<file path="src/rtl/key_window_scheduler.sv">
// Key bus driver for a time-windowed locked FSM: mirrors the FSM's window counter and
// presents the stored key for the current window every cycle; all outputs registered.
module key_window_scheduler #(
  parameter int KEY_W    = 10,
  parameter int NUM_KEYS = 3,
  parameter int WIN_LEN  = 7,
  parameter int IDX_W    = (NUM_KEYS > 1) ? $clog2(NUM_KEYS) : 1
) (
  input  logic             clk,
  input  logic             rst,
  input  logic             key_wr_en,
  input  logic [IDX_W-1:0] key_wr_idx,
  input  logic [KEY_W-1:0] key_wr_data,
  input  logic             arm,
  input  logic             sync,
  input  logic             zeroize,
  output logic [KEY_W-1:0] key_out,
  output logic [IDX_W-1:0] win_idx,
  output logic [4:0]       ctr_o,
  output logic             running,
  output logic             err
);

  localparam int         PERIOD = NUM_KEYS * WIN_LEN;
  localparam logic [4:0] CTR_MAX = 5'(PERIOD - 1);

  typedef enum logic [1:0] {S_IDLE, S_RUN, S_ZERO} state_t;

  state_t             state_q, state_d;
  logic [KEY_W-1:0]   slot_q [NUM_KEYS];
  logic [KEY_W-1:0]   slot_d [NUM_KEYS];
  logic [NUM_KEYS-1:0] valid_q, valid_d;
  logic [KEY_W-1:0]   key_q, key_d;
  logic [IDX_W-1:0]   win_q, win_d;
  logic [4:0]         ctr_q, ctr_d;
  logic               run_q, run_d;
  logic               err_q, err_d;

  logic               wr_idx_ok;
  logic [4:0]         ctr_inc;
  logic [IDX_W-1:0]   win_inc;

  assign wr_idx_ok = int'(key_wr_idx) < NUM_KEYS;
  assign ctr_inc   = (ctr_q == CTR_MAX) ? 5'd0 : ctr_q + 5'd1;
  assign win_inc   = IDX_W'(int'(ctr_inc) / WIN_LEN);

  always_comb begin
    state_d = state_q;
    slot_d  = slot_q;
    valid_d = valid_q;
    key_d   = key_q;
    win_d   = win_q;
    ctr_d   = ctr_q;
    run_d   = run_q;
    err_d   = 1'b0;

    if (zeroize) begin
      state_d = S_ZERO;
      for (int i = 0; i < NUM_KEYS; i++) slot_d[i] = '0;
      valid_d = '0;
      key_d   = '0;
      win_d   = '0;
      ctr_d   = '0;
      run_d   = 1'b0;
    end else begin
      case (state_q)
        S_IDLE: begin
          if (key_wr_en) begin
            if (wr_idx_ok) begin
              slot_d[key_wr_idx]  = key_wr_data;
              valid_d[key_wr_idx] = 1'b1;
            end else begin
              err_d = 1'b1;
            end
          end
          // Arm qualification uses the mask from before any same-edge write.
          if (arm) begin
            if (&valid_q) begin
              state_d = S_RUN;
              ctr_d   = '0;
              win_d   = '0;
              key_d   = slot_d[0];
              run_d   = 1'b1;
            end else begin
              err_d = 1'b1;
            end
          end
        end
        S_RUN: begin
          if (key_wr_en) err_d = 1'b1;
          if (!arm) begin
            state_d = S_IDLE;
            key_d   = '0;
            win_d   = '0;
            ctr_d   = '0;
            run_d   = 1'b0;
          end else if (sync) begin
            ctr_d = '0;
            win_d = '0;
            key_d = slot_q[0];
          end else begin
            ctr_d = ctr_inc;
            win_d = win_inc;
            key_d = slot_q[win_inc];
          end
        end
        S_ZERO: begin
          state_d = S_IDLE;
          for (int i = 0; i < NUM_KEYS; i++) slot_d[i] = '0;
          valid_d = '0;
          key_d   = '0;
          win_d   = '0;
          ctr_d   = '0;
          run_d   = 1'b0;
        end
        default: state_d = S_IDLE;
      endcase
    end
  end

  always_ff @(posedge clk) begin
    if (!rst) begin
      state_q <= S_IDLE;
      for (int i = 0; i < NUM_KEYS; i++) slot_q[i] <= '0;
      valid_q <= '0;
      key_q   <= '0;
      win_q   <= '0;
      ctr_q   <= '0;
      run_q   <= 1'b0;
      err_q   <= 1'b0;
    end else begin
      state_q <= state_d;
      for (int i = 0; i < NUM_KEYS; i++) slot_q[i] <= slot_d[i];
      valid_q <= valid_d;
      key_q   <= key_d;
      win_q   <= win_d;
      ctr_q   <= ctr_d;
      run_q   <= run_d;
      err_q   <= err_d;
    end
  end

  assign key_out = key_q;
  assign win_idx = win_q;
  assign ctr_o   = ctr_q;
  assign running = run_q;
  assign err     = err_q;

endmodule

</file>
<file path="config.mk">
export PLATFORM = sky130hd
export DESIGN_NAME = key_window_scheduler
export DESIGN_NICKNAME = d
export VERILOG_FILES = /design/src/rtl/key_window_scheduler.sv
export SDC_FILE = /design/constraint.sdc
export NUM_CORES = 1
export LEC_CHECK = 0
export CAP_MARGIN = 10
export CORE_MARGIN = 2
export CORE_UTILIZATION = 45
export DETAILED_ROUTE_END_ITERATION = 16
export PLACE_DENSITY = 0.67
export REMOVE_ABC_BUFFERS = 1
export SLEW_MARGIN = 20
export SYNTH_ARGS = -nofsm -noshare
export SYNTH_HDL_FRONTEND = slang
export SYNTH_SLANG_ARGS = --single-unit
</file>
<file path="constraint.sdc">
create_clock -name clk -period 4.8 [get_ports clk]
set_input_delay 0.96 -clock clk [delete_from_list [all_inputs] [get_ports clk]]
set_output_delay 0.96 -clock clk [all_outputs]
set_load 0.02 [all_outputs]
</file>
==> summary by stage, run 1 <==
Status
The run finished with clean final reports.

Critical path
STA classifies the critical path startpoint as a register. The required arrival time at the worst endpoint is ~5 ns. The endpoint class of the critical path is a register.

The worst setup path is of the register to register kind. For the worst setup path, the data arrival time is 4.16 ns. Along the worst path, the maximum fanout reaches 21. Counting cells, the worst reg-to-reg path comes to 16.

Drt
After detailed routing, the average wire length per cell comes to roughly 17 microns. Across all layers, the routed design uses slightly above 3000 vias. In this run the remaining antenna-violating nets after routing total 0. After detailed routing, the number of vias per cell comes to a little under 6. The first routing iteration left 180 violations. In the routed design, unresolved DRC markers number 0.

The length of the first detailed-routing pass in iterations is 4. The post-detailed-routing wire length is 8710 microns.

Layout
The finished cells cover about 3800 sq um. The fraction of layout instances using a drive strength above 1 is 0.103. The total of fill cells in the finished design is 699. Relative to the synthesized area, the layout overhead comes to 15.6%. The sequential cell area in the final layout is 1080 sq um. Excluding fillers, the count of instances in the completed layout stands at ~530. The count of nets after finishing is roughly 450. The repair_antennas step left the layout with diodes totalling 0. In the final layout, the multi-input gates occupy 2060 sq um.

Synthesis
By area, the combinational part of the netlist is dominated by compound AO/OA/AOI/OAI gates. The largest total area in the synthesized netlist belongs to dfxtp_1. The synthesized-area fraction occupied by and/or/nand/nor cells is 0.248. The number of register bits inferred by synthesis is 54. By area the synthesized netlist is led by dfxtp_1, nand2_1, a21oi_1.

The async set-or-reset flop fraction in the synthesized netlist is 0. The cell area that synthesis handed to floorplanning was between 3000 and 4000 sq um. The cell count after synthesis came out at 407. After synthesis, the share of cell area in mux cells is 0.0452. The share of synthesized area in the top cell type comes to 0.326.

The leading register cell type out of synthesis is dfxtp_1. The sequential cell area fraction in the yosys report is 0.326. The number of distinct library cells after synthesis is 57.

Of the total synthesized cell area, the portion taken by XOR and XNOR cells is 0.0162. Each instance of the synthesized netlist takes up on average just over 8 sq um. The adder-cell share of the synthesized area is 0.0264. The total of warnings raised by yosys is 0. The post-synthesis compound-gate area fraction is 0.280. Yosys mapped a number of flops with a built-in enable equal to 0.

Clock network
The clock reaches the later pin of the worst-skew pair after between 0.3 and 0.4 ns. CTS built an H-tree with a depth of 2. The clock tree root driver cell is clkbuf_8.

The quantity of hold-fixing buffers added after cts is 0. The quantity of gates resized following cts is 0. The clock drives 54 sinks. The total clock buffers created by CTS is 5. The number of buffers inserted to repair setup after CTS is 0. TritonCTS built the clock tree. Clock-pin slew was measured on the worst setup and hold paths at 0.10 ns.

The clock passes through at most 2 buffers.

Floorplanning
The die footprint is slightly above 8000 sq um. The boundary pin count is 37. The number of cell rows is 31.

For this configuration, the core starts out at a cell density of 0.460. The core region is 7210 sq um. The x dimension of the die is 89.9 microns. Measured along the y axis, the die boundary spans 89.9 microns.

Place
The count of input and output buffers is 36. The placed cell count is 520. Detailed placement finished with a half-perimeter wire length of around 5900 microns. The placer congestion estimate is 0.908. After detailed placement, the total cell area comes to around 3700 sq um.

Before CTS, the worst setup slack after placement is between 0.9 and 1 ns.

Power and ir drop
The largest voltage drop on the vdd net is ~130 uV. The total power divided by cell area is between 200 and 250 nW/um^2. For this design the static power due to leakage is between 1 and 1.5 nW.

The overall power consumption is roughly 0.85 mW.

Min path
The number of instances on the worst hold path is 2. The class of the most critical hold timing path is register to register.

Global route
In the global route stage, overall resource usage came out at 0.216. The first global-routing pass estimated 14400 microns of wire. The via count of the first global-routing pass is 2903.

The overall overflow remaining after global route is 0. Entering global routing, the biggest net connects 39 pins. The initial antenna violation count is 0.

STA
The hold violation count in the final report was 0. The shortest period the worst path allows is 3.98 ns. The achievable clock frequency is roughly 250 MHz. The final worst-path setup slack is roughly 0.8 ns. At the pin with the least slew margin, the transition time is approximately 1.1 ns. Setup violations remaining at the end of the flow were counted as 0. The clock tree skew after final layout is approximately 0.0088 ns. The setup TNS is 0 ns. Headroom to the max-slew limit came out at 0.267. The number of pins exceeding their max-slew limit in the final report is 0. In the finished design, the share of the clock period the worst path needs comes to 0.830. Setup repair after global routing left no endpoint under its margin.

Run
The count of max-cap constraint violations is 0.
==> path summary, 6_finish.rpt <==
path,end,slack (ns),start
min reg2reg,slot_q[2]$_SDFFE_PP0P_,0.46,slot_q[2]$_SDFFE_PP0P_
max,key_out[7]$_SDFFE_PP0P_,0.82,ctr_o[0]$_SDFFE_PP0P_
max reg2reg,key_out[7]$_SDFFE_PP0P_,0.82,ctr_o[0]$_SDFFE_PP0P_
min,slot_q[2]$_SDFFE_PP0P_,0.46,slot_q[2]$_SDFFE_PP0P_
==> routing by layer <==
layer,up-vias,GRT usage,share of wire
met5,-,0,0
met4,0,0.0551,0.0090
met2,78,0.386,0.50
met1,1466,0.277,0.46
li1,1512,-,-
met3,8,0.0251,0.036
==> Yosys cell counts (all sizes together) (3+ instances only) <==
cell type / count
buf: 14
a22oi: 16
nor2: 32
nand3: 16
o21a: 6
xnor2: 3
nand2: 53
inv: 8
o21ai: 20
clkbuf: 15
nor3: 16
a221oi: 9
o22ai: 10
nand3b: 3
ha: 7
dfxtp: 54
nand2b: 12
nor2b: 14
a21oi: 37
a31o: 9
mux2i: 12
or2: 3
or3b: 9
==> report_power, final <==
part	total (mW)	internal (mW)	switching, mW	leakage (nW)
Sequential	0.454	0.451	0.00246	0.436
Combinational	0.0992	0.0340	0.0652	0.680
Clock	0.298	0.146	0.152	0.0575
Total	0.851	0.632	0.220	1.17
==> worst max-delay path, cell delays in order (launching register included) <==
cell	delay [ns]
dfxtp_1	0.52
ha_1	0.53
nor2b_1	0.25
a21o_1	0.11
ha_1	0.40
nand2_2	0.08
o2111a_1	0.25
o21a_1	0.17
ha_1	0.24
nand2b_1	0.12
a21oi_1	0.05
a2bb2oi_1	0.15
a211oi_1	0.26
o2bb2ai_2	0.08
buf_4	0.22
a221oi_1	0.28
o22ai_1	0.15
==> stage by stage <==
step	hold slack (ns)	util
after detailed placement	0.444	0.517
final	0.457	0.532
after floorplan	0.427	-
after CTS	0.457	0.532
after global placement	0.439	0.517
after global routing	0.477	0.532
==> registers in the layout, indices dropped and copies added (netlist names) <==
register / cells
state_q: 2
ctr_o: 5
key_out: 10
valid_q: 3
win_idx: 2
running: 1
err: 1
slot_q: 30
==> logic make-up after synthesis <==
logic type | after synthesis
simple gates | 165
compound gates | 125
flops | 54
buf+inv | 38
mux | 14
fa+ha+maj | 7
xor+xnor | 4
==> cells in the final DEF, fill, tap and decap left out, types with 3 or more instances in the layout <==
cell type         n
a21oi_1          37
a221oi_2          8
a22oi_1          16
a31o_1            9
buf_4             7
clkbuf_8          8
clkdlybuf4s50_1  36
dfxtp_1          54
ha_1              7
inv_1             7
mux2i_1          12
nand2_1          52
nand2b_1         12
nand3_1          14
nand3b_1          3
nor2_1           32
nor2b_1          14
nor3_1           16
o21a_1            6
o21ai_0          15
o21ai_1           5
o22ai_2           8
or2_1             3
or3b_1            9
==> area by class of cell <==
cell class | count | area share
Inverter | 9 | 0.0124
Sequential cell | 54 | 0.282
Tap cell | 99 | 0.0323
Timing Repair Buffer | 43 | 0.108
Multi-Input combinational cell | 315 | 0.538
Clock buffer | 8 | 0.0287
Note: power is estimated with default switching activity, not from simulation.
==> inputs of run 2 (changes only) <==
==> constraint.sdc (replaced) <==
create_clock -name clk -period 4 [get_ports clk]
set_input_delay 0.8 -clock clk [delete_from_list [all_inputs] [get_ports clk]]
set_output_delay 0.8 -clock clk [all_outputs]
set_load 0.02 [all_outputs]
==> run 2 against run 1 <==
  * Non-clock buffer count up 9
  * Wire length is 0.21% lower
  * Highest routed layer unchanged
  * Utilization is 0.80 points higher
  * First-iteration DRC count shrank 7.8%
  * Register-to-register slack worse by 0.46 ns
  * Hold slack better by 0.0063 ns
  * Sequential power up 20%
  * Largest cell class unchanged
  * Count of clock-buffer cells in the layout is 2 lower
  * Clock power rose by 8.4%
  * Critical path depth up 1
  * Setup slack worse by 0.46 ns
  * Die area unchanged
==> summary by stage, run 2 (synthesis gave the netlist of run 1 again) <==
Drt
The post-detailed-route via-to-cell ratio is 5.71 (-1.5%). The total via count after detailed routing is 3068 (+0.13%). The length of the first detailed-routing pass in iterations is 4 (unchanged). The number of nets still failing antenna checks after routing is 0 (unchanged). The detail-routed net length per standard cell came to 16.2 microns (-1.9%). The detailed-route DRC error count is 0 (unchanged). The post-detailed-routing wire length came to 8690 microns (-0.21%).

The count of routing violations after the opening detailed-route iteration is 166 (-7.8%).

Critical path
Broken down by cell family, the worst path's largest delay share belongs to compound AO/OA/AOI/OAI gates. The endpoint class of the critical path is a register. The delay of the slowest cell on the worst path was 0.51 ns (-0.02 ns). The largest driver fanout on the critical path is 21 (unchanged). The required arrival time at the worst endpoint is 4.18 ns (-0.80 ns). The arrival time at the worst endpoint is 3.82 ns (-0.34 ns). The signal on the critical path passes through inv_1 > ha_1 > a21oi_1 > mux2_4 > ha_2 > nand2_2 > o2111a_1 > o21a_1 > ha_1 > nand2b_1 > a21oi_1 > a2bb2oi_1 > a211oi_1 > o2bb2ai_2 > buf_4 > a221oi_2 > o22ai_2. The sort of element at the start of the critical path is a register.

In this run the critical register-to-register path is launched from ctr_o[0]$_SDFFE_PP0P_. The type of the setup path with the least slack is register to register. The number of buffers and inverters on the critical path is 2 (+1). The slowest stage of the critical path is the dfxtp_1 cell.

In this run the critical register-to-register path is captured at key_out[9]$_SDFFE_PP0P_. The number of cells on the worst reg-to-reg path is 17 (+1). The setup slack on the worst flop-to-flop path is 0.36 ns (-0.46 ns).

Layout
The layout-stage area growth over the synthesis result is 17.4%. The fraction of layout instances using a drive strength above 1 came to 0.126 (+0.0230). slot_q holds more flip-flops than any other register. The count of nets after finishing is 462 (+2.0%). Leaving out fill and tap cells, the most frequent cell in the layout is dfxtp_1.

The flip-flop count of the largest register, all copies and words added came to 30 (unchanged). In the layout the commonest cells are dfxtp_1, nand2_1, a21oi_1, clkdlybuf4s50_1, nor2_1. The number of diodes added for antenna fixing was 0 (unchanged). The count of placed standard cells in the final layout, fillers left out is 537 (+1.7%).

Clock network
The clock net sink count is 54 (unchanged). The number of H-tree levels is 2 (unchanged). The buffer levels on the longest clock path came to 2 (unchanged). The number of buffers inserted to repair setup after CTS was 0 (unchanged). The quantity of hold-fixing buffers added after cts is 0 (unchanged).

The clock latency reported for the late side of the worst-skew pair came to 0.31 ns (about the same). The total clock buffers created by CTS is 5 (unchanged). The clock tree root driver cell is clkbuf_8. The CTS tree is built. The clock transition at the register clock pins on the worst setup and hold paths after CTS is 0.09 ns (about the same).

Floorplanning
The boundary pin count is 37 (unchanged). The die outline height came to 89.9 microns (unchanged). The effective utilization at floorplan is 0.460 (unchanged). The core footprint came to 7210 sq um (unchanged).

The x dimension of the die is 89.9 microns (unchanged). The die footprint is 8080 sq um (unchanged). The number of cell rows came to 31 (unchanged).

Status
The run finished with clean final reports.

Global route
The first-pass GRT wire length is 14300 microns (-0.72%). The pin count of the biggest net entering global routing was 38 (-2.6%). The overall fraction of global-route tracks in use was 0.215 (-0.000876). The via count of the first global-routing pass is 2921 (+0.62%).

The overall overflow remaining after global route was 0 (unchanged). The initial antenna violation count came to 0 (unchanged).

STA
The part of the cycle the worst path needs came to 0.910 (+0.0802). The hold violation count in the final report is 0 (unchanged). The transition time of the tightest slew-check pin is 0.537 ns (-0.553 ns). The final worst-path setup slack is 0.361 ns (-0.457 ns). The worst relative slew slack is 0.642 (+0.374). The final-layout worst hold slack was 0.463 ns (+0.00628 ns). The number of pins exceeding their max-slew limit in the final report came to 0 (unchanged). The clock tree skew after final layout is 0.00820 ns (-0.000569 ns). The setup TNS was 0 ns (unchanged). The achievable clock frequency came to 275 MHz (+9.4%). The total setup violations reported at the end of the flow is 0 (unchanged). Setup repair after global routing left no endpoint under its margin.

The shortest period the worst path allows is 3.64 ns (-0.343 ns).

Min path
The number of instances on the worst hold path is 2 (unchanged). The worst hold path terminates at slot_q[2]$_SDFFE_PP0P_. The class of the most critical hold timing path is register to register. The worst hold path begins at slot_q[2]$_SDFFE_PP0P_.

Power and ir drop
The total power divided by cell area is 253 nW/um^2 (+14%). The leakage power total is 1.21 nW (+3.1%). The overall power consumption is 0.987 mW (+16%).

The largest voltage drop on the vdd net is 138 uV (+4.5%).

Place
The worst setup timing slack at the placement stage is 0.240 ns (-0.684 ns). The count of input and output buffers is 36 (unchanged). The half-perimeter wire length after detailed placement is 5980 microns (+2.0%).

The placer congestion estimate came to 0.895 (-1.5%). The placed cell count was 529 (+1.7%).

Run
The count of max-cap constraint violations is 0 (unchanged).
==> run 2: changes by cell type in the layout (fill, tap and decap cells not counted) <==
cell / previous run / this run
buf_4: 7 / 16
clkbuf_8: 8 / 6
clkinv_2: 0 / 1
clkinvlp_4: 0 / 1
ha_1: 7 / 6
ha_2: 0 / 1
nand2b_1: 12 / 11
nand2b_2: 0 / 1
==> run 2: worst max-delay path by stage <==
stage	to	depth (start not counted)	startpoint
2_1_floorplan	key_out[0]$_SDFFE_PP0P_	15	ctr_o[0]$_SDFFE_PP0P_
3_3_place_gp	key_out[4]$_SDFFE_PP0P_	14	ctr_o[0]$_SDFFE_PP0P_
3_5_place_dp	key_out[9]$_SDFFE_PP0P_	14	ctr_o[0]$_SDFFE_PP0P_
4_1_cts	key_out[9]$_SDFFE_PP0P_	14	ctr_o[0]$_SDFFE_PP0P_
5_1_grt	key_out[1]$_SDFFE_PP0P_	17	ctr_o[0]$_SDFFE_PP0P_
6_report	key_out[9]$_SDFFE_PP0P_	17	ctr_o[0]$_SDFFE_PP0P_
==> run 2: repair_timing <==
action	4_1_cts	5_1_grt
endpoints found under the setup margin	0	10
hold endpoints to repair	0	0
resized for setup	0	2
==> run 2: layout make-up <==
| class | instances | area [sq um] |
|---|---|---|
| Tap cell | 99 | 124 |
| Inverter | 9 | 47.5 |
| Fill cell | 701 | 3320 |
| Clock buffer | 6 | 82.6 |
| Clock inverter | 2 | 12.5 |
| Timing Repair Buffer | 52 | 480 |
| Sequential cell | 54 | 1080 |
| Multi-Input combinational cell | 315 | 2070 |
==> run 2: where the power goes <==
part	switching, mW	internal (mW)
logic	0.0773	0.0423
clock network	0.183	0.140
registers	0.00299	0.542
==> run 2: worst register-to-register path: cells and delay by family, from the launching register on <==
kind / cells / cell delay (ns)
AO/OA/AOI/OAI: 9 / 1.50
adder cells (fa/ha/maj): 3 / 0.78
buffers and inverters: 2 / 0.34
flip-flops: 1 / 0.51
multiplexers: 1 / 0.21
AND/OR/NAND/NOR: 2 / 0.18
==> run 2: metal layers <==
layer  track usage  part of all wire  vias to the layer above
li1              -                 -                     1526
met1         0.273              0.46                     1469
met2         0.383              0.50                       61
met3        0.0293             0.034                       12
met4        0.0564             0.011                        0
met5             0                 0                        -
==> run 2: through the flow <==
stage / area (sq um) / utilization
after floorplan: 3180 / -
after global placement: 3800 / 0.526
after detailed placement: 3800 / 0.526
final: 3900 / 0.540
after CTS: 3890 / 0.540
after global routing: 3900 / 0.540
==> inputs of run 3 (changes only) <==
--- a/config.mk
+++ b/config.mk
@@ -6,7 +6,7 @@
 export NUM_CORES = 1
 export LEC_CHECK = 0
 export CAP_MARGIN = 10
-export CORE_MARGIN = 2
+export CORE_MARGIN = 4
 export CORE_UTILIZATION = 45
 export DETAILED_ROUTE_END_ITERATION = 16
 export PLACE_DENSITY = 0.67
==> run 3 against run 2 <==
  * Clock power down 2%
  * Hold slack worse by 0.0096 ns
  * Fmax down 0.41%
  * Setup slack worse by 0.015 ns
  * Critical path type unchanged
  * Critical endpoint unchanged
==> summary by stage, run 3 (synthesis gave the netlist of run 1 again) <==
Floorplanning
The core footprint is 7210 sq um (unchanged). The die outline height came to 93.9 microns (+4.4%). The die footprint is 8820 sq um (+9.1%). The number of cell rows is 31 (unchanged). The x dimension of the die is 93.9 microns (+4.4%). The effective utilization at floorplan was 0.460 (unchanged). The boundary pin count is 37 (unchanged).

Power and ir drop
The total power divided by cell area is 253 nW/um^2 (-0.11%). The leakage power total is 1.20 nW (-1.1%). The largest voltage drop on the vdd net is 190 uV (+38%).

Min path
The worst hold path terminates at slot_q[12]$_SDFFE_PP0P_. The number of instances on the worst hold path came to 2 (unchanged). The startpoint of the most critical hold path is slot_q[12]$_SDFFE_PP0P_. The class of the most critical hold timing path is register to register.

Layout
The number of diodes added for antenna fixing is 0 (unchanged). The share of the core filled with cells is 0.536 (-0.00434). The fraction of layout instances using a drive strength above 1 came to 0.113 (-0.0129).

The count of nets after finishing is 459 (-0.65%). The finished layout cell area was 3870 sq um (-0.80%). The flip-flop count of the largest register, all copies and words added came to 30 (unchanged).

The layout-stage area growth over the synthesis result is 16.4%. The top cell types in the final layout, fill and taps aside, are dfxtp_1, nand2_1, a21oi_1, clkdlybuf4s50_1, nor2_1. Leaving out fill and tap cells, the most frequent cell in the layout is dfxtp_1. The register with the most flip-flops in the final layout is slot_q.

Critical path
The required arrival time at the worst endpoint is 4.18 ns (about the same). In this run the critical register-to-register path is captured at key_out[9]$_SDFFE_PP0P_. The sort of element at the start of the critical path is a register. The number of cells on the worst reg-to-reg path is 17 (unchanged). The largest driver fanout on the critical path is 21 (unchanged). The origin of the critical flop-to-flop path is ctr_o[0]$_SDFFE_PP0P_. The critical path is of the register to register type.

The endpoint class of the critical path is a register. The setup slack on the worst flop-to-flop path is 0.35 ns (about the same). The arrival time at the worst endpoint was 3.83 ns (about the same).

Place
The area of placed instances is 3770 sq um (-0.59%). The half-perimeter wire length after detailed placement is 6280 microns (+4.9%). The placer congestion estimate is 0.879 (-1.8%). The worst setup timing slack at the placement stage is 0.407 ns (+0.167 ns).

The count of input and output buffers is 36 (unchanged).

Drt
The detail-routed net length per standard cell is 17.0 microns (+4.8%). The number of nets still failing antenna checks after routing is 0 (unchanged). The post-detailed-route via-to-cell ratio is 5.80 (+1.5%). The length of the first detailed-routing pass in iterations came to 4 (unchanged). The detailed-route DRC error count is 0 (unchanged).

The total via count after detailed routing is 3096 (+0.91%). The post-detailed-routing wire length is 9060 microns (+4.2%). The count of routing violations after the opening detailed-route iteration is 188 (+13%).

Clock network
The buffer levels on the longest clock path is 2 (unchanged). The total clock buffers created by CTS was 5 (unchanged). The quantity of hold-fixing buffers added after cts is 0 (unchanged).

TritonCTS built the clock tree. The clock latency reported for the late side of the worst-skew pair came to 0.30 ns (about the same). The number of H-tree levels came to 2 (unchanged). The quantity of gates resized following cts came to 0 (unchanged). The number of buffers inserted to repair setup after CTS came to 0 (unchanged).

The clock transition at the register clock pins on the worst setup and hold paths after CTS was 0.09 ns (about the same). The clock net sink count was 54 (unchanged). The cell sitting at the root of the clock tree is a clkbuf_8.

Global route
The overall fraction of global-route tracks in use is 0.214 (-0.000276). The via count of the first global-routing pass came to 3130 (+7.2%). The pin count of the biggest net entering global routing came to 38 (unchanged). The overall overflow remaining after global route came to 0 (unchanged). The first-pass GRT wire length is 15300 microns (+6.8%).

The initial antenna violation count was 0 (unchanged).

STA
The worst relative slew slack was 0.343 (-0.299). The total setup violations reported at the end of the flow is 0 (unchanged). The number of pins exceeding their max-slew limit in the final report is 0 (unchanged). The hold violation count in the final report is 0 (unchanged). The shortest period the worst path allows is 3.65 ns (+0.0149 ns). The achievable clock frequency came to 274 MHz (-0.41%).

The setup TNS is 0 ns (unchanged). The part of the cycle the worst path needs was 0.914 (+0.00373). The transition time of the tightest slew-check pin is 0.986 ns (+0.448 ns).

The final-layout worst hold slack is 0.454 ns (-0.00960 ns). Setup repair after global routing left no endpoint under its margin. The final worst-path setup slack is 0.346 ns (-0.0149 ns). The clock tree skew after final layout came to 0.00274 ns (-0.00546 ns).

Status
The run finished with clean final reports.

Run
The count of max-cap constraint violations is 0 (unchanged).
-- run 3: how the worst max path moves through the flow --
| stage | startpoint | endpoint | slack, ns | cells after the start |
|---|---|---|---|---|
| 4_1_cts | ctr_o[0]$_SDFFE_PP0P_ | key_out[7]$_SDFFE_PP0P_ | 0.38 | 17 |
| 5_1_grt | ctr_o[0]$_SDFFE_PP0P_ | key_out[3]$_SDFFE_PP0P_ | 0.09 | 17 |
| 3_3_place_gp | ctr_o[0]$_SDFFE_PP0P_ | key_out[7]$_SDFFE_PP0P_ | 0.50 | 17 |
| 6_report | ctr_o[0]$_SDFFE_PP0P_ | key_out[9]$_SDFFE_PP0P_ | 0.35 | 17 |
| 3_5_place_dp | ctr_o[0]$_SDFFE_PP0P_ | key_out[7]$_SDFFE_PP0P_ | 0.41 | 17 |
| 2_1_floorplan | ctr_o[0]$_SDFFE_PP0P_ | key_out[0]$_SDFFE_PP0P_ | -0.24 | 15 |
-- run 3: layout make-up --
type                            instances  area, sq um
Clock buffer                            7         86.3
Fill cell                             710         3350
Timing Repair Buffer                   49          458
Tap cell                               99          124
Inverter                                9         47.5
Multi-Input combinational cell        315         2060
Clock inverter                          1         5.00
Sequential cell                        54         1080
-- run 3: worst max-delay path, stage by stage, from the launching register on --
cell       delay, ns
dfxtp_1         0.51
inv_1           0.12
ha_1            0.26
a21oi_1         0.15
mux2_4          0.19
ha_1            0.29
nand2_2         0.07
o2111a_1        0.25
o21a_1          0.17
ha_1            0.24
nand2b_1        0.12
a21oi_1         0.05
a2bb2oi_1       0.14
a211oi_1        0.28
o2bb2ai_2       0.08
buf_4           0.23
a221oi_2        0.24
o22ai_2         0.12
-- run 3: metal layers --
| layer | up-vias | global-route usage | share of wire |
|---|---|---|---|
| met5 | - | 0 | 0 |
| met4 | 0 | 0.0674 | 0.015 |
| met3 | 12 | 0.0296 | 0.037 |
| met2 | 57 | 0.393 | 0.52 |
| met1 | 1499 | 0.256 | 0.43 |
| li1 | 1528 | - | - |
-- run 3: report_power, final --
group	internal [mW]	total [mW]	switching (mW)	leakage (nW)
clock network	0.140	0.315	0.175	0.0482
registers	0.542	0.545	0.00303	0.436
logic	0.0414	0.119	0.0773	0.713
-- run 3: through the flow --
step	cells	total power [mW]
floorplan	378	0.616
global placement	526	0.674
detailed placement	526	0.675
CTS	534	0.987
global route	534	1.01
finish	534	0.978
